## src/rtl/ym3438_timers.sv

```systemverilog
// YM3438 timer block: timer A, timer B with free-running prescaler,
// overflow flags, interrupt request and CSM key-on pulse.
// Control register 0x27 holds load/enable/mode bits; the reset bits in
// that register act as one-shot flag clears and are never stored.
// No valid/ready handshakes here: tick and reg27_wr are single-cycle
// strobes that are acted on in the cycle they are high.
module ym3438_timers #(
  parameter int TA_WIDTH    = 10,
  parameter int TB_WIDTH    = 8,
  parameter int TB_PRE_BITS = 4
) (
  input  logic                MCLK,
  input  logic                IC,
  input  logic                tick,
  input  logic [TA_WIDTH-1:0] a_value,
  input  logic [TB_WIDTH-1:0] b_value,
  input  logic                reg27_wr,
  input  logic [7:0]          reg27,
  output logic [TA_WIDTH-1:0] cnt_a,
  output logic [TB_WIDTH-1:0] cnt_b,
  output logic                flag_a,
  output logic                flag_b,
  output logic                irq,
  output logic                csm_key
);

  // Latched control bits from register 0x27
  logic       load_a_q;
  logic       load_b_q;
  logic       en_a_q;
  logic       en_b_q;
  logic [1:0] mode_q;

  // Counter and status state
  logic [TA_WIDTH-1:0]    cnt_a_q;
  logic [TB_WIDTH-1:0]    cnt_b_q;
  logic [TB_PRE_BITS-1:0] pre_q;
  logic                   flag_a_q;
  logic                   flag_b_q;
  logic                   irq_q;
  logic                   csm_key_q;

  // Control values as seen by this edge: a write takes effect immediately,
  // so a tick coinciding with the write uses the freshly written bits.
  logic       load_a_eff;
  logic       load_b_eff;
  logic       en_a_eff;
  logic       en_b_eff;
  logic [1:0] mode_eff;

  // Per-edge events
  logic reload_a;
  logic reload_b;
  logic adv_a;
  logic adv_b;
  logic ovf_a;
  logic ovf_b;
  logic pre_wrap;
  logic clr_a;
  logic clr_b;

  // Next-state values
  logic [TA_WIDTH-1:0]    cnt_a_nxt;
  logic [TB_WIDTH-1:0]    cnt_b_nxt;
  logic [TB_PRE_BITS-1:0] pre_nxt;
  logic                   flag_a_nxt;
  logic                   flag_b_nxt;
  logic                   csm_key_nxt;

  // Effective control bits and edge events for the current cycle
  always_comb begin
    load_a_eff = reg27_wr ? reg27[0]   : load_a_q;
    load_b_eff = reg27_wr ? reg27[1]   : load_b_q;
    en_a_eff   = reg27_wr ? reg27[2]   : en_a_q;
    en_b_eff   = reg27_wr ? reg27[3]   : en_b_q;
    mode_eff   = reg27_wr ? reg27[7:6] : mode_q;

    // Only a 0->1 transition of a load bit reloads; rewriting 1 is a no-op.
    reload_a = reg27_wr & reg27[0] & ~load_a_q;
    reload_b = reg27_wr & reg27[1] & ~load_b_q;

    clr_a = reg27_wr & reg27[4];
    clr_b = reg27_wr & reg27[5];

    // Prescaler wraps on the tick that finds it at all-ones.
    pre_wrap = tick & (&pre_q);

    // A reload on the same edge as a tick suppresses the increment.
    adv_a = tick     & load_a_eff & ~reload_a;
    adv_b = pre_wrap & load_b_eff & ~reload_b;

    ovf_a = adv_a & (&cnt_a_q);
    ovf_b = adv_b & (&cnt_b_q);
  end

  // Next-state computation for counters, prescaler, flags and CSM key
  always_comb begin
    cnt_a_nxt = cnt_a_q;
    if (reload_a) begin
      cnt_a_nxt = a_value;
    end else if (adv_a) begin
      cnt_a_nxt = ovf_a ? a_value : cnt_a_q + TA_WIDTH'(1);
    end

    cnt_b_nxt = cnt_b_q;
    if (reload_b) begin
      cnt_b_nxt = b_value;
    end else if (adv_b) begin
      cnt_b_nxt = ovf_b ? b_value : cnt_b_q + TB_WIDTH'(1);
    end

    pre_nxt = tick ? pre_q + TB_PRE_BITS'(1) : pre_q;

    // Set beats clear when both land on the same edge.
    flag_a_nxt = flag_a_q;
    if (ovf_a & en_a_eff) begin
      flag_a_nxt = 1'b1;
    end else if (clr_a) begin
      flag_a_nxt = 1'b0;
    end

    flag_b_nxt = flag_b_q;
    if (ovf_b & en_b_eff) begin
      flag_b_nxt = 1'b1;
    end else if (clr_b) begin
      flag_b_nxt = 1'b0;
    end

    // CSM key-on follows any timer A overflow in CSM mode, enable or not.
    csm_key_nxt = ovf_a & (mode_eff == 2'b10);
  end

  // State registers with synchronous active-low reset
  always_ff @(posedge MCLK) begin
    if (!IC) begin
      load_a_q  <= 1'b0;
      load_b_q  <= 1'b0;
      en_a_q    <= 1'b0;
      en_b_q    <= 1'b0;
      mode_q    <= 2'b00;
      cnt_a_q   <= '0;
      cnt_b_q   <= '0;
      pre_q     <= '0;
      flag_a_q  <= 1'b0;
      flag_b_q  <= 1'b0;
      irq_q     <= 1'b0;
      csm_key_q <= 1'b0;
    end else begin
      load_a_q  <= load_a_eff;
      load_b_q  <= load_b_eff;
      en_a_q    <= en_a_eff;
      en_b_q    <= en_b_eff;
      mode_q    <= mode_eff;
      cnt_a_q   <= cnt_a_nxt;
      cnt_b_q   <= cnt_b_nxt;
      pre_q     <= pre_nxt;
      flag_a_q  <= flag_a_nxt;
      flag_b_q  <= flag_b_nxt;
      // irq is built from the next flag values so it lines up with the flags.
      irq_q     <= flag_a_nxt | flag_b_nxt;
      csm_key_q <= csm_key_nxt;
    end
  end

  assign cnt_a   = cnt_a_q;
  assign cnt_b   = cnt_b_q;
  assign flag_a  = flag_a_q;
  assign flag_b  = flag_b_q;
  assign irq     = irq_q;
  assign csm_key = csm_key_q;

endmodule

```

## config.mk

```make
export PLATFORM = sky130hd
export DESIGN_NAME = ym3438_timers
export DESIGN_NICKNAME = d
export VERILOG_FILES = /design/src/rtl/ym3438_timers.sv
export SDC_FILE = /design/constraint.sdc
export NUM_CORES = 1
export LEC_CHECK = 0
export CAP_MARGIN = 0
export CELL_PAD_IN_SITES_DETAIL_PLACEMENT = 1
export CELL_PAD_IN_SITES_GLOBAL_PLACEMENT = 1
export CORE_UTILIZATION = 30
export DETAILED_ROUTE_END_ITERATION = 12
export GPL_ROUTABILITY_DRIVEN = 0
export GPL_TIMING_DRIVEN = 0
export PLACE_DENSITY = 0.73
export SYNTH_ARGS = -nofsm -noshare
export SYNTH_HDL_FRONTEND = slang
export SYNTH_SLANG_ARGS = --single-unit
```

## constraint.sdc

```tcl
create_clock -name MCLK -period 1.7 [get_ports MCLK]
set_input_delay 0.425 -clock MCLK [delete_from_list [all_inputs] [get_ports MCLK]]
set_output_delay 0.425 -clock MCLK [all_outputs]
set_load 0.01 [all_outputs]
```

## Word level (Yosys, flattened, before mapping)

Index checks and enable logic that the tools add are counted.

- Flip-flop bits (word level): 32
- Bits of input ports: 30
- Output and inout bits: 22
- Word-level logic and storage cells: 57

- Add/sub/neg operators: 3
- Equality and inequality tests: 1
- Mux-type cells: 15
- Bitwise operators: 21
- Reductions and logical operators: 5

Operator list:

| cell | number |
|---|---|
| 10-bit two-way mux | 3 |
| 8-bit two-way mux | 3 |
| 1-bit AND | 16 |
| 10-bit by 1-bit adder with 10-bit output (second input constant) | 1 |
| 10-bit AND reduction | 1 |
| 8-bit by 1-bit adder with 8-bit output (second input constant) | 1 |
| 1-bit two-way mux | 8 |
| 8-bit AND reduction | 1 |
| 4-bit by 1-bit adder with 4-bit output (second input constant) | 1 |
| 1-bit NOT | 4 |
| 4-bit AND reduction | 1 |
| 2-bit nonzero test | 2 |
| 2-bit equality test (second input constant) | 1 |
| 2-bit two-way mux | 1 |
| 1-bit bitwise OR | 1 |

## Depth between registers and ports, before layout

- Word-level depth: 8
- Mapped depth: 7
- Depth with buffers taken out: 6

## Worst setup path after synthesis

Ideal clock, no wire load.

- Path type: reg-to-reg
- Start: register cnt_a_q[0] (netlist: cnt_a[0])
- End: register cnt_a_q[6] (netlist: cnt_a[6])
- Setup time: 0.122 ns
- Data arrival time: 1.741 ns
- Required time: 1.578 ns
- Path slack: -0.163 ns
- Stages on the path, launching flop included: 7
- Path buffers: 0
- Clock period less this slack: 1.863 ns
- Cells stage by stage: dfxtp_1 ha_1 nand3_1 o31ai_2 and2b_1 nor4_1 a311o_1

- Cells in the longest elaborated chain, start to end: 5
- Elaborated cells on any way between the ends: 6
- Those cells by class: add/sub (1); mux (3); bitwise (1); reduce/logical (1)

RTL lines:

| element | RTL line | RTL |
|---|---|---|
| start: declaration | 35 | `logic [TA_WIDTH-1:0] cnt_a_q;` |
| start signal: assignment | 154 | `cnt_a_q <= cnt_a_nxt;` |
| parallel branches: the longest is 2 deep, another holds 10-bit by 1-bit adder with 10-bit output | -- |  |
| 10-bit two-way mux (*) | 102 | `cnt_a_nxt = ovf_a ? a_value : cnt_a_q + TA_WIDTH'(1);` |
| 10-bit two-way mux (*) | 101 | `end else if (adv_a) begin` |
| 10-bit two-way mux (*) | 99 | `if (reload_a) begin` |

Mark *: on every way between the ends. The select of a mux whose other input is x is not followed.
A chain may end at the register's enable or synchronous reset.

## Final worst setup path

- Start: register cnt_b_q[4] (netlist: cnt_b[4])
- End: register cnt_b_q[1] (netlist: cnt_b[1])

- Cells in the longest elaborated chain, start to end: 5

RTL lines:

| element | RTL line | RTL |
|---|---|---|
| start: declaration | 36 | `logic [TB_WIDTH-1:0] cnt_b_q;` |
| start signal: assignment | 155 | `cnt_b_q <= cnt_b_nxt;` |
| 8-bit AND reduction | 93 | `ovf_b = adv_b & (&cnt_b_q);` |
| 1-bit AND | 93 |  |
| 8-bit two-way mux | 109 | `cnt_b_nxt = ovf_b ? b_value : cnt_b_q + TB_WIDTH'(1);` |
| 8-bit two-way mux | 108 | `end else if (adv_b) begin` |
| 8-bit two-way mux | 106 | `if (reload_b) begin` |

No other way between the ends. The select of a mux whose other input is x is not followed.

==> load_flow_metrics.sql <==
INSERT INTO impl_metrics (metric_group, metric, value, unit) VALUES
('routing', 'route.detailed.wl_per_inst', '17.54', 'µm'),
('layout', 'design.final.nets', '317', ''),
('timing', 'max_slew_margin', '0.6974', ''),
('global_routing', 'grt_first_pass_wirelength', '9190', 'µm'),
('global_routing', 'grt_pass1_vias', '1847', ''),
('clock_network', 'tritoncts', 'done', ''),
('status', 'run_status', 'completed', ''),
('power_and_ir_drop', 'p_total', '1.929', 'mW'),
('global_routing', 'grt_start_max_net_pins', '11', ''),
('worst_hold_path', 'hold_path_class', 'input pin to flip-flop', ''),
('placement', 'place.detailed.hpwl', '4004', 'µm'),
('setup_path', 'critical_path_peak_fanout', '7', ''),
('setup_path', 'critical_path.startpoint_type', 'flip-flop', ''),
('routing', 'detailroute.via_count', '1981', ''),
('synth', 'yosysWarningCount', '0', ''),
('clock_network', 'clk_pin_slew_worst_paths', '0.07', 'ns'),
('synth', 'netlist.area_leader.share', '0.3647', ''),
('power_and_ir_drop', 'leakage_power', '1.011', 'nW'),
('routing', 'drc_errors', '0', ''),
('timing', 'timing.final.hold_violations', '0', ''),
('clock_network', 'tritoncts_num_sinks', '32', ''),
('synth', 'yosys.cell_count.top_type', 'sky130_fd_sc_hd__dfxtp_1', ''),
('timing', 'setup_repair_after_global_routing_missed_its_margin', 'true', ''),
('clock_network', 'cts-root-to-sink-buffers', '2', ''),
('synth', 'mappedNetlistNets', '251', ''),
('setup_path', 'timing.critical_path.to_type', 'flip-flop', ''),
('timing', 'worst_pin_slew', '0.4539', 'ns'),
('power_and_ir_drop', 'net-switching-power', '557.5', 'µW'),
('timing', 'finalMaxSlewViolations', '0', ''),
('synth', 'post_synth_instance_area', '1757', 'µm²'),
('synth', 'post_synth_edffs', '0', ''),
('synth', 'yosys_register_bits', '32', ''),
('power_and_ir_drop', 'p_per_area', '706.0', 'nW/µm²'),
('power_and_ir_drop', 'clock_power_share', '0.347', ''),
('synth', 'synth.avg_cell_area', '8.058', 'µm²'),
('routing', 'drt_pre_antenna_iters', '4', ''),
('routing', 'via_per_inst', '5.565', ''),
('power_and_ir_drop', 'ir_worst_vdd', '0.3285', 'mV'),
('power_and_ir_drop', 'switching_share', '0.2890', ''),
('power_and_ir_drop', 'power.share.sequential', '0.438', ''),
('timing', 'timing.final.crit_period', '1.690', 'ns'),
('synth', 'postSynth.asyncResetShare', '0', ''),
('floorplanning', 'io-pin-count', '52', ''),
('synth', 'synth.distinct_cells', '47', ''),
('placement', 'port_buffers', '49', ''),
('clock_network', 'tritoncts.num_buffers', '5', ''),
('layout', 'layout-drive-gt1-share', '0.2500', ''),
('setup_path', 'worstPathRequired', '1.87', 'ns'),
('clock_network', 'h-tree-depth', '2', ''),
('floorplanning', 'placement_rows', '27', ''),
('floorplanning', 'initial_utilization', '0.3152', ''),
('global_routing', 'total_global_route_track_usage', '0.1937', ''),
('floorplanning', 'placeableCoreArea', '5574', 'µm²'),
('clock_network', 'cts-root-buf', 'sky130_fd_sc_hd__clkbuf_8', ''),
('routing', 'finalWirelength', '6246', 'µm'),
('synth', 'syn_inst', '218', ''),
('routing', 'detail-route-antenna-nets', '0', ''),
('clock_network', 'later_pin_clock_latency_in_the_skew_report', '0.29', 'ns'),
('synth', 'synth_flop_cell', 'sky130_fd_sc_hd__dfxtp_1', ''),
('floorplanning', 'die-height', '78.52', 'µm'),
('floorplanning', 'floorplan.die_area', '6165', 'µm²'),
('timing', 'worst_setup_margin', '0.009611', 'ns'),
('timing', 'achievable-frequency', '591.6', 'MHz'),
('synth', 'synth_top_cell_by_area', 'sky130_fd_sc_hd__dfxtp_1', ''),
('synth', 'post_synth_main_area_contributors', 'sky130_fd_sc_hd__dfxtp_1 (36%), sky130_fd_sc_hd__a21oi_1 (6.3%), sky130_fd_sc_hd__mux2i_1 (5.1%)', ''),
('global_routing', 'global_route.overflow_total', '0', ''),
('timing', 'timing.clock.skew', '0.007697', 'ns'),
('global_routing', 'antenna_violations_before_repair', '0', ''),
('timing', 'layout_worst_path_cycle_share', '0.9943', ''),
('synth', 'synth_seq_area_share', '0.3647', ''),
('setup_path', 'timing_worst_setup_path_type', 'flip-flop to flip-flop', ''),
('flow_run', 'cap_violations', '0', ''),
('routing', 'drt_first_iter_violations', '101', ''),
('floorplanning', 'floorplan.die.width', '78.52', 'µm'),
('timing', 'setup_viol_count_final', '0', ''),
('layout', 'insertedDiodeCount', '0', ''),
('setup_path', 'cp_data_arrival_time', '1.86', 'ns'),
('synth', 'netlist_top_cells_count', 'sky130_fd_sc_hd__dfxtp_1 (32), sky130_fd_sc_hd__a21oi_1 (22), sky130_fd_sc_hd__nand2_1 (19)', ''),
('placement', 'place_worst_setup_slack', '-0.6251', 'ns'),
('power_and_ir_drop', 'p_int', '1.372', 'mW'),
('layout', 'syn2layout_area_growth', '55.56', '%'),
('power_and_ir_drop', 'power.share.combinational', '0.215', '');
==> sequential cells by signal, summed over array words and instances, names as in the netlist <==
register	count
cnt_a	10
cnt_b	8
csm_key	1
en_a_q	1
en_b_q	1
flag_a	1
flag_b	1
irq	1
load_a_q	1
load_b_q	1
mode_q	2
pre_q	4
==> critical path, cell delays in order (launching register included) <==
cell	delay, ns
sky130_fd_sc_hd__dfxtp_4	0.39
sky130_fd_sc_hd__nand4_1	0.26
sky130_fd_sc_hd__o41ai_4	0.48
sky130_fd_sc_hd__buf_6	0.18
sky130_fd_sc_hd__mux2i_1	0.18
sky130_fd_sc_hd__a21oi_1	0.08
==> area by class of cell <==
cell class                      count  area, µm²
Fill cell                         660       2841
Multi-Input combinational cell    171       1186
Sequential cell                    32      685.7
Timing Repair Buffer               59      573.1
Clock buffer                        7      96.34
Tap cell                           72      90.09
Buffer                             11      82.58
Inverter                            4      18.77
==> placed cells by master, fill, tap and decap left out, types with 3 or more instances in the layout <==
cell and n:
sky130_fd_sc_hd__nor3_1 6, sky130_fd_sc_hd__nor2_1 18, sky130_fd_sc_hd__mux2i_1 8, sky130_fd_sc_hd__nand3_1 9, sky130_fd_sc_hd__nand2b_1 5, sky130_fd_sc_hd__buf_6 3, sky130_fd_sc_hd__clkdlybuf4s50_1 45, sky130_fd_sc_hd__o21ai_0 14
sky130_fd_sc_hd__nand2_1 19, sky130_fd_sc_hd__nand4_1 6, sky130_fd_sc_hd__dfxtp_2 12, sky130_fd_sc_hd__dfxtp_4 8, sky130_fd_sc_hd__o22ai_1 6, sky130_fd_sc_hd__dlymetal6s2s_1 3, sky130_fd_sc_hd__clkbuf_2 4, sky130_fd_sc_hd__ha_4 3
sky130_fd_sc_hd__buf_4 9, sky130_fd_sc_hd__or2_2 3, sky130_fd_sc_hd__clkbuf_8 8, sky130_fd_sc_hd__a31oi_1 6, sky130_fd_sc_hd__o211ai_1 4, sky130_fd_sc_hd__a21oi_1 20, sky130_fd_sc_hd__inv_1 3, sky130_fd_sc_hd__dfxtp_1 12
==> routing by layer <==
layer	share of wire	up-vias	GRT usage
met3	0.050	8	0.04767
li1	-	949	-
met5	0	-	0
met1	0.47	963	0.2588
met2	0.46	61	0.2965
met4	0.013	0	0.07593
==> power by group through the flow <==
stage               clock network (mW)  registers, mW  logic, mW
floorplan                            0          0.854      0.179
global placement                     0          0.851      0.356
detailed placement                   0          0.853      0.359
CTS                              0.677          0.844      0.386
global route                     0.709          0.852      0.450
finish                           0.669          0.845      0.415
==> final timing paths <==
| path | startpoint | endpoint | slack (ns) | depth (start not counted) |
|---|---|---|---|---|
| setup reg to reg | cnt_b[4] | cnt_b[1] | 0.01 | 5 |
| hold / removal | tick | pre_q[0] | 0.46 | 3 |
| setup / recovery | cnt_b[4] | cnt_b[1] | 0.01 | 5 |
| hold reg to reg | mode_q[0] | mode_q[0] | 0.47 | 2 |
==> stage by stage <==
step                      cell area, µm²  cells   TNS, ns  hold slack (ns)  utilization
after detailed placement            2364    339    -10.34           0.4633       0.4240
after floorplan                     1783    218  -0.01910           0.4459            -
after CTS                           2595    351         0           0.4584       0.4655
after global routing                2733    356   -0.4934           0.4799       0.4902
final                               2733    356         0           0.4612       0.4902
after global placement              2364    339    -10.49           0.4564       0.4240
==> logic make-up (layout without fill, tap and decap cells) <==
kind of cell,Yosys count,count (layout),share of synthesized area
compound gates,70,70,0.2557
flops,32,32,0.3647
fa+ha+maj,3,3,0.02137
mux,11,11,0.06553
buf+inv,15,81,0.03632
xor+xnor,3,3,0.01496
simple gates,84,84,0.2415
==> timing repair <==
action                                  in CTS  in global routing
pin swaps                                    5                  5
hold buffers                                 0                  0
gates resized for setup                     36                 31
endpoints found under the setup margin      27                 24
gates cloned                                 0                  1
setup buffers                                5                  4
Note: power is estimated with default switching activity, not from simulation.
